--- src/rtl/vld_rdy_trace_pkg.sv ---
// Shared types for the valid/ready trace player: record layout, FSM states
// and a saturating counter helper.
package vld_rdy_trace_pkg;

  localparam int TSW_DEF   = 64;
  localparam int DATAW_DEF = 8;

  typedef struct packed {
    logic [TSW_DEF-1:0]   ts;
    logic [DATAW_DEF-1:0] data;
    logic                 last;
  } trace_rec_t;

  typedef enum logic [1:0] {
    IDLE = 2'd0,
    RUN  = 2'd1,
    DONE = 2'd2
  } player_state_e;

  function automatic logic [31:0] sat_inc32(input logic [31:0] v);
    return (v == 32'hFFFF_FFFF) ? v : v + 32'd1;
  endfunction

endpackage

--- src/rtl/trace_rec_fifo.sv ---
// First-word-fall-through record FIFO; o_head is valid whenever o_empty is low.
// DEPTH must be a power of two (>= 2) so the pointers wrap naturally.
module trace_rec_fifo
  import vld_rdy_trace_pkg::*;
#(
  parameter int  DEPTH = 4,
  parameter type rec_t = trace_rec_t
) (
  input  logic i_clk,
  input  logic i_rst_n,
  input  logic i_push,
  input  rec_t i_push_rec,
  input  logic i_pop,
  output rec_t o_head,
  output logic o_full,
  output logic o_empty
);

  localparam int AW = $clog2(DEPTH);

  logic [AW-1:0] r_wr_ptr;
  logic [AW-1:0] r_rd_ptr;
  logic [AW:0]   r_count;
  rec_t          r_mem [DEPTH];

  logic w_do_push;
  logic w_do_pop;

  assign o_full    = (r_count == (AW+1)'(DEPTH));
  assign o_empty   = (r_count == '0);
  assign w_do_push = i_push && !o_full;
  assign w_do_pop  = i_pop && !o_empty;
  assign o_head    = r_mem[r_rd_ptr];

  always_ff @(posedge i_clk or negedge i_rst_n) begin
    if (!i_rst_n) begin
      r_wr_ptr <= '0;
      r_rd_ptr <= '0;
      r_count  <= '0;
    end else begin
      if (w_do_push) r_wr_ptr <= r_wr_ptr + 1'b1;
      if (w_do_pop)  r_rd_ptr <= r_rd_ptr + 1'b1;
      // Simultaneous push and pop leaves occupancy unchanged.
      case ({w_do_push, w_do_pop})
        2'b10:   r_count <= r_count + 1'b1;
        2'b01:   r_count <= r_count - 1'b1;
        default: r_count <= r_count;
      endcase
    end
  end

  always_ff @(posedge i_clk) begin
    if (w_do_push) r_mem[r_wr_ptr] <= i_push_rec;
  end

endmodule

--- src/rtl/vld_rdy_trace_player.sv ---
// Replays a timestamped valid/ready/data trace, either at the recorded cycle
// counts (timed) or back-to-back (untimed).
module vld_rdy_trace_player
  import vld_rdy_trace_pkg::*;
#(
  parameter int DATAW = DATAW_DEF,
  parameter int TSW   = TSW_DEF,
  parameter int DEPTH = 4
) (
  input  logic             clk,
  input  logic             rst,
  input  logic             start,
  input  logic             timed_mode,
  input  logic             rec_valid,
  output logic             rec_ready,
  input  logic [TSW-1:0]   rec_ts,
  input  logic [DATAW-1:0] rec_data,
  input  logic             rec_last,
  output logic             valid,
  input  logic             ready,
  output logic [DATAW-1:0] data,
  output logic [TSW-1:0]   clkcnt,
  output logic             busy,
  output logic             done,
  output logic [31:0]      xfer_cnt,
  output logic [31:0]      stall_cnt,
  output player_state_e    dbg_state
);

  typedef struct packed {
    logic [TSW-1:0]   ts;
    logic [DATAW-1:0] data;
    logic             last;
  } rec_t;

  player_state_e  r_state;
  logic [TSW-1:0] r_clkcnt;
  logic [31:0]    r_xfer_cnt;
  logic [31:0]    r_stall_cnt;
  logic           r_timed;

  rec_t w_push_rec;
  rec_t w_head;
  logic w_full;
  logic w_empty;
  logic w_push;
  logic w_pop;
  logic w_eligible;
  logic w_valid;

  // Both handshakes: a beat moves on a rising edge where valid && ready are
  // both high; valid never depends on ready and, once high, holds with its
  // payload until the beat is taken.
  assign w_push_rec = '{ts: rec_ts, data: rec_data, last: rec_last};
  assign w_push     = rec_valid && !w_full;
  assign w_eligible = !r_timed || (r_clkcnt >= w_head.ts);
  assign w_valid    = (r_state == RUN) && !w_empty && w_eligible;
  assign w_pop      = w_valid && ready;

  trace_rec_fifo #(
    .DEPTH (DEPTH),
    .rec_t (rec_t)
  ) u_fifo (
    .i_clk      (clk),
    .i_rst_n    (rst),
    .i_push     (w_push),
    .i_push_rec (w_push_rec),
    .i_pop      (w_pop),
    .o_head     (w_head),
    .o_full     (w_full),
    .o_empty    (w_empty)
  );

  always_ff @(posedge clk or negedge rst) begin
    if (!rst) begin
      r_state     <= IDLE;
      r_clkcnt    <= '0;
      r_xfer_cnt  <= '0;
      r_stall_cnt <= '0;
      r_timed     <= 1'b0;
    end else begin
      case (r_state)
        IDLE, DONE: begin
          // The FIFO is deliberately kept so a preload survives the restart.
          if (start) begin
            r_state     <= RUN;
            r_clkcnt    <= '0;
            r_xfer_cnt  <= '0;
            r_stall_cnt <= '0;
            r_timed     <= timed_mode;
          end
        end
        RUN: begin
          r_clkcnt <= r_clkcnt + 1'b1;
          if (w_pop) begin
            r_xfer_cnt <= sat_inc32(r_xfer_cnt);
            if (w_head.last) r_state <= DONE;
          end
          if (w_valid && !ready) r_stall_cnt <= sat_inc32(r_stall_cnt);
        end
        default: r_state <= IDLE;
      endcase
    end
  end

  assign rec_ready = !w_full;
  assign valid     = w_valid;
  assign data      = w_valid ? w_head.data : '0;
  assign clkcnt    = r_clkcnt;
  assign busy      = (r_state == RUN);
  assign done      = (r_state == DONE);
  assign xfer_cnt  = r_xfer_cnt;
  assign stall_cnt = r_stall_cnt;
  assign dbg_state = r_state;

endmodule

--- config.mk ---
export PLATFORM = sky130hd
export DESIGN_NAME = vld_rdy_trace_player
export DESIGN_NICKNAME = d
export VERILOG_FILES = /design/src/rtl/vld_rdy_trace_pkg.sv /design/src/rtl/trace_rec_fifo.sv /design/src/rtl/vld_rdy_trace_player.sv
export SDC_FILE = /design/constraint.sdc
export NUM_CORES = 1
export LEC_CHECK = 0
export ABC_AREA = 1
export ABC_CLOCK_PERIOD_IN_PS = 4800
export BUFFER_PORTS_ARGS = -buffer_cell sky130_fd_sc_hd__buf_2
export CAP_MARGIN = 0
export CORE_AREA = 2 2 193 195
export CTS_CLUSTER_SIZE = 14
export DETAILED_ROUTE_END_ITERATION = 7
export DIE_AREA = 0 0 195 197
export GPL_TIMING_DRIVEN = 0
export PLACE_DENSITY = 0.79
export SYNTH_ARGS = -nofsm -noshare
export SYNTH_HDL_FRONTEND = slang
export SYNTH_SLANG_ARGS = --single-unit
--- constraint.sdc ---
create_clock -name clk -period 4.8 [get_ports clk]
set_input_delay 0.48 -clock clk [delete_from_list [all_inputs] [get_ports clk]]
set_output_delay 0.48 -clock clk [all_outputs]
set_load 0.1 [all_outputs]
==> metrics.md <==
| Metric | Value |
|---|---|
| Avg Cell Area, Syn | `9.96 sq um` |
| Fin Setup TNS | `0 ns` |
| Hold Crit Class | `input pin to flop` |
| CP endpoint kind | `output port` |
| Combinational share of power | `0.441` |
| Row cnt | `70` |
| Min-delay src | `rec_ts[13]` |
| Largest net degree at the start of global routing | `71` |
| RSZ-0062 raised after global routing | `yes` |
| Worst Setup SP | `u_fifo.r_rd_ptr[0]` |
| Clock share of power | `0.223` |
| Net count after synthesis | `2273` |
| EDFF count, synth | `between 200 and 300` |
| Static Leak | `10.2 nW` |
| Top-Level Pins | `approximately 220` |
| Max Clk Rate | `0.214 GHz` |
| Core area | `roughly 0.036 sq mm` |
| Cell Count, Final, Fillers Out | `2904` |
| PnR Total Power | `around 15 mW` |
| Design area | `~0.025 sq mm` |
| Remaining Overflow, GRT | `0` |
| Initial Utilization | `0.583` |
| Nets | `2552` |
| Flops & latches, synth | `between 400 and 500` |
| Via/cell ratio | `about 6` |
| Worst r2r src | `u_fifo.r_rd_ptr[0]` |
| Root buffer cell | `clkbuf_16` |
| Wire per inst | `21.9 um` |
| Synthesized area | `around 0.021 sq mm` |
| Number of global-route vias before repair | `around 17000` |
| Flop pwr share | `0.337` |
| Slew margin rel. | `0.348` |
| Final Cycle Share | `0.973` |
| Clk buf depth | `3` |
| Slew @ Worst Pin | `a little under 1 ns` |
| Net load switching power | `about 6.6 mW` |
| Crit Path Category | `flop to output port` |
| Initial antenna violation count | `4` |
| CP Data Required Time | `approximately 4.3 ns` |
| CTS buffer count | `between 40 and 50` |
| Minimum clock period | `4.67 ns` |
| Arrival @ worst endpoint | `~4.2 ns` |
| GR Util All Layers | `0.330` |
| Slew Viols, Final | `0` |
| Internal power | `slightly above 8 mW` |
| Slowest Stage Delay on Critical Path | `0.37 ns` |
| Status | `completed` |
| Final WL | `63500 um` |
| Final setup viols | `0` |
| PwrDens | `about 600 mW/mm^2` |
| Register area | `about 0.012 sq mm` |
| Worst Skew | `~0.016 ns` |
| Initial DRT Pass Iterations | `6` |
| Placed Area | `roughly 0.023 sq mm` |
| Netlist cell types | `between 50 and 60` |
| Total of max-cap violations | `0` |
| Synth warn | `0` |
| CP Cell Sequence | `clkbuf_2 > clkbuf_2 > a21oi_1 > a32o_1 > ha_1 > nand2_1 > nor2_1 > nand2_1 > nor2_1 > nor2_1 > nand2_1 > nand2_1 > nand2_1 > nand2_1 > nand2_2 > nand2_4 > a221oi_2 > buf_6` |
| Post-synthesis sequential area ratio | `0.579` |
| Area taken by multi-input logic gates | `around 0.0081 sq mm` |
| # DRC | `0` |
| Top_reg_cell synth | `edfxtp_1` |
| Die X | `a little under 200 um` |
| CTS tree | `built` |
| CP most frequent cell | `nand2_1` |
| Clk sinks | `430` |
| CP Launch Type | `flop` |
| Slowest CP cell | `dfrtp_1` |
| Max Fanout on Critical Path | `10` |
| Final hold vios | `0` |
| HPWL Detailed | `between 40000 and 50000 um` |
| First-pass GRT wire length | `slightly below 100000 um` |
| Later-pin clock latency in the skew report | `a little under 0.6 ns` |
| Area Growth Syn to Fin | `16.7%` |
| Die height | `197 um` |
| Ys async rst share | `0.321` |
| Clock-pin slew on the worst setup and hold paths | `around 0.07 ns` |
| Routability Congestion | `0.955` |
| DRT antenna net count | `0` |
| Synth Instances | `about 2100` |
| H-tree depth | `2` |
| Setup Buffers After CTS | `0` |
| Fill cells | `roughly 2800` |
| Maximum VDD drop | `0.777 mV` |
| Port Buffers | `220` |
| Number of DRC markers in iteration 0 | `roughly 1900` |
| Fraction of layout cells with a size suffix above 1 | `0.167` |
| Die footprint | `0.0384 sq mm` |
| Placed insts | `approximately 2800` |
| Switch share | `0.449` |
| Vias | `approximately 18000` |
| Commonest non-fill, non-tap cell in the layout | `nand2_1` |
| Most frequent cells in the layout | `556 x nand2_1, 292 x edfxtp_1, 224 x buf_2` |
[cell usage after synthesis (2+ instances only)]
| cell | instances | area (sq um) |
|---|---|---|
| and3_1 | 3 | 18.8 |
| buf_6 | 4 | 45.0 |
| a2bb2oi_1 | 2 | 17.5 |
| nor3b_1 | 3 | 22.5 |
| inv_1 | 143 | 537 |
| nand4_2 | 2 | 25.0 |
| nor2_1 | 174 | 653 |
| dfrtp_1 | 138 | 3450 |
| nand3_1 | 79 | 395 |
| nor4_1 | 18 | 113 |
| a221oi_1 | 8 | 70.1 |
| nand3b_1 | 4 | 30.0 |
| nand3_2 | 3 | 30.0 |
| mux2i_1 | 20 | 200 |
| o21ai_2 | 2 | 17.5 |
| edfxtp_1 | 292 | 8770 |
| or2_2 | 3 | 18.8 |
| ha_1 | 72 | 901 |
| nand4_1 | 83 | 519 |
| nor4_2 | 2 | 25.0 |
| buf_2 | 8 | 40.0 |
| nor3_2 | 4 | 40.0 |
| o22ai_1 | 6 | 37.5 |
| a22oi_1 | 2 | 15.0 |
| buf_4 | 2 | 15.0 |
| a21oi_1 | 141 | 706 |
| xor2_1 | 51 | 447 |
| o21bai_1 | 2 | 15.0 |
| nor2_4 | 5 | 56.3 |
| buf_1 | 14 | 52.6 |
| xnor2_1 | 9 | 78.8 |
| o21a_1 | 3 | 22.5 |
| nand2_2 | 8 | 50.1 |
| nand2_4 | 2 | 22.5 |
| o21ai_1 | 14 | 70.1 |
| inv_2 | 6 | 22.5 |
| nor2_2 | 6 | 37.5 |
| nand2_1 | 556 | 2090 |
| o21ai_0 | 36 | 180 |
| nor3_1 | 57 | 285 |
| a32o_1 | 64 | 641 |
| clkbuf_1 | 58 | 218 |
[worst paths after layout]
kind                                       endpoint  slack, ns  cells past startpoint
worst max-delay path                        data[2]       0.13                     18
worst min-delay path            u_fifo.r_mem[0][22]       0.11                      1
worst max register to register    u_fifo.r_count[2]       0.47                     23
worst min register to register    u_fifo.r_count[0]       0.47                      1
max in group asynchronous              xfer_cnt[19]       3.44                      3
min in group asynchronous              stall_cnt[3]       0.48                      2
[logic make-up after synthesis]
logic type / share of synthesized area
flops: 0.579
mux: 0.00948
compound gates: 0.0872
simple gates: 0.212
xor+xnor: 0.0249
buf+inv: 0.0442
fa+ha+maj: 0.0436
[registers in the layout, summed over array words and instances (netlist names)]
signal	flops
u_fifo.r_mem	292
clkcnt	64
stall_cnt	32
xfer_cnt	32
u_fifo.r_count	3
dbg_state	2
u_fifo.r_rd_ptr	2
u_fifo.r_wr_ptr	2
r_timed	1
[routing by layer]
| metal | GRT usage | routed length, um | up-vias |
|---|---|---|---|
| li1 | - | - | 8003 |
| met1 | 0.439 | 25100 | 8522 |
| met2 | 0.535 | 30000 | 974 |
| met3 | 0.0599 | 5670 | 188 |
| met4 | 0.146 | 2640 | 4 |
| met5 | 0 | 24 | - |
[what timing repair did]
item                                    4_1_cts  5_1_grt
endpoints found under the setup margin       10        9
hold buffers                                  1        0
resized for setup                            35       57
endpoints found under the hold margin        69        0
[critical path, delay by kind of cell, from the launching register on]
| kind | cells | cell delay [ns] |
|---|---|---|
| DFF | 1 | 0.37 |
| buffers and inverters | 3 | 0.94 |
| AOI/OAI and AO/OA | 3 | 0.73 |
| adders and majority gates | 1 | 0.31 |
| and+or+nand+nor | 11 | 1.24 |
[per-stage QoR]
stage               utilization  setup WS, ns  hold WS (ns)
CTS                       0.678       0.00883        0.0941
detailed placement        0.639       -0.0238         0.463
global placement          0.631         -2.06         0.461
floorplan                     -        -0.428         0.184
global route              0.680      -0.00800         0.108
finish                    0.680         0.128         0.112
[layout make-up]
cell class / count / share of cell area
diodes: 2 / 0.000203
plain buffers: 86 / 0.0179
clock buffers: 60 / 0.0492
clock inverters: 21 / 0.00564
inverters: 150 / 0.0228
multi-input cells: 1455 / 0.327
flip-flops and latches: 430 / 0.496
well taps: 468 / 0.0238
repair buffers: 232 / 0.0578
[power by group through the flow]
stage	sequential [mW]	combinational, mW	clock, mW
global placement	5.09	5.91	0
finish	4.95	6.48	3.28
global route	4.99	6.88	3.44
CTS	4.94	6.34	3.29
floorplan	5.67	3.50	0
detailed placement	5.00	6.22	0
Note: power is estimated with default switching activity, not from simulation.
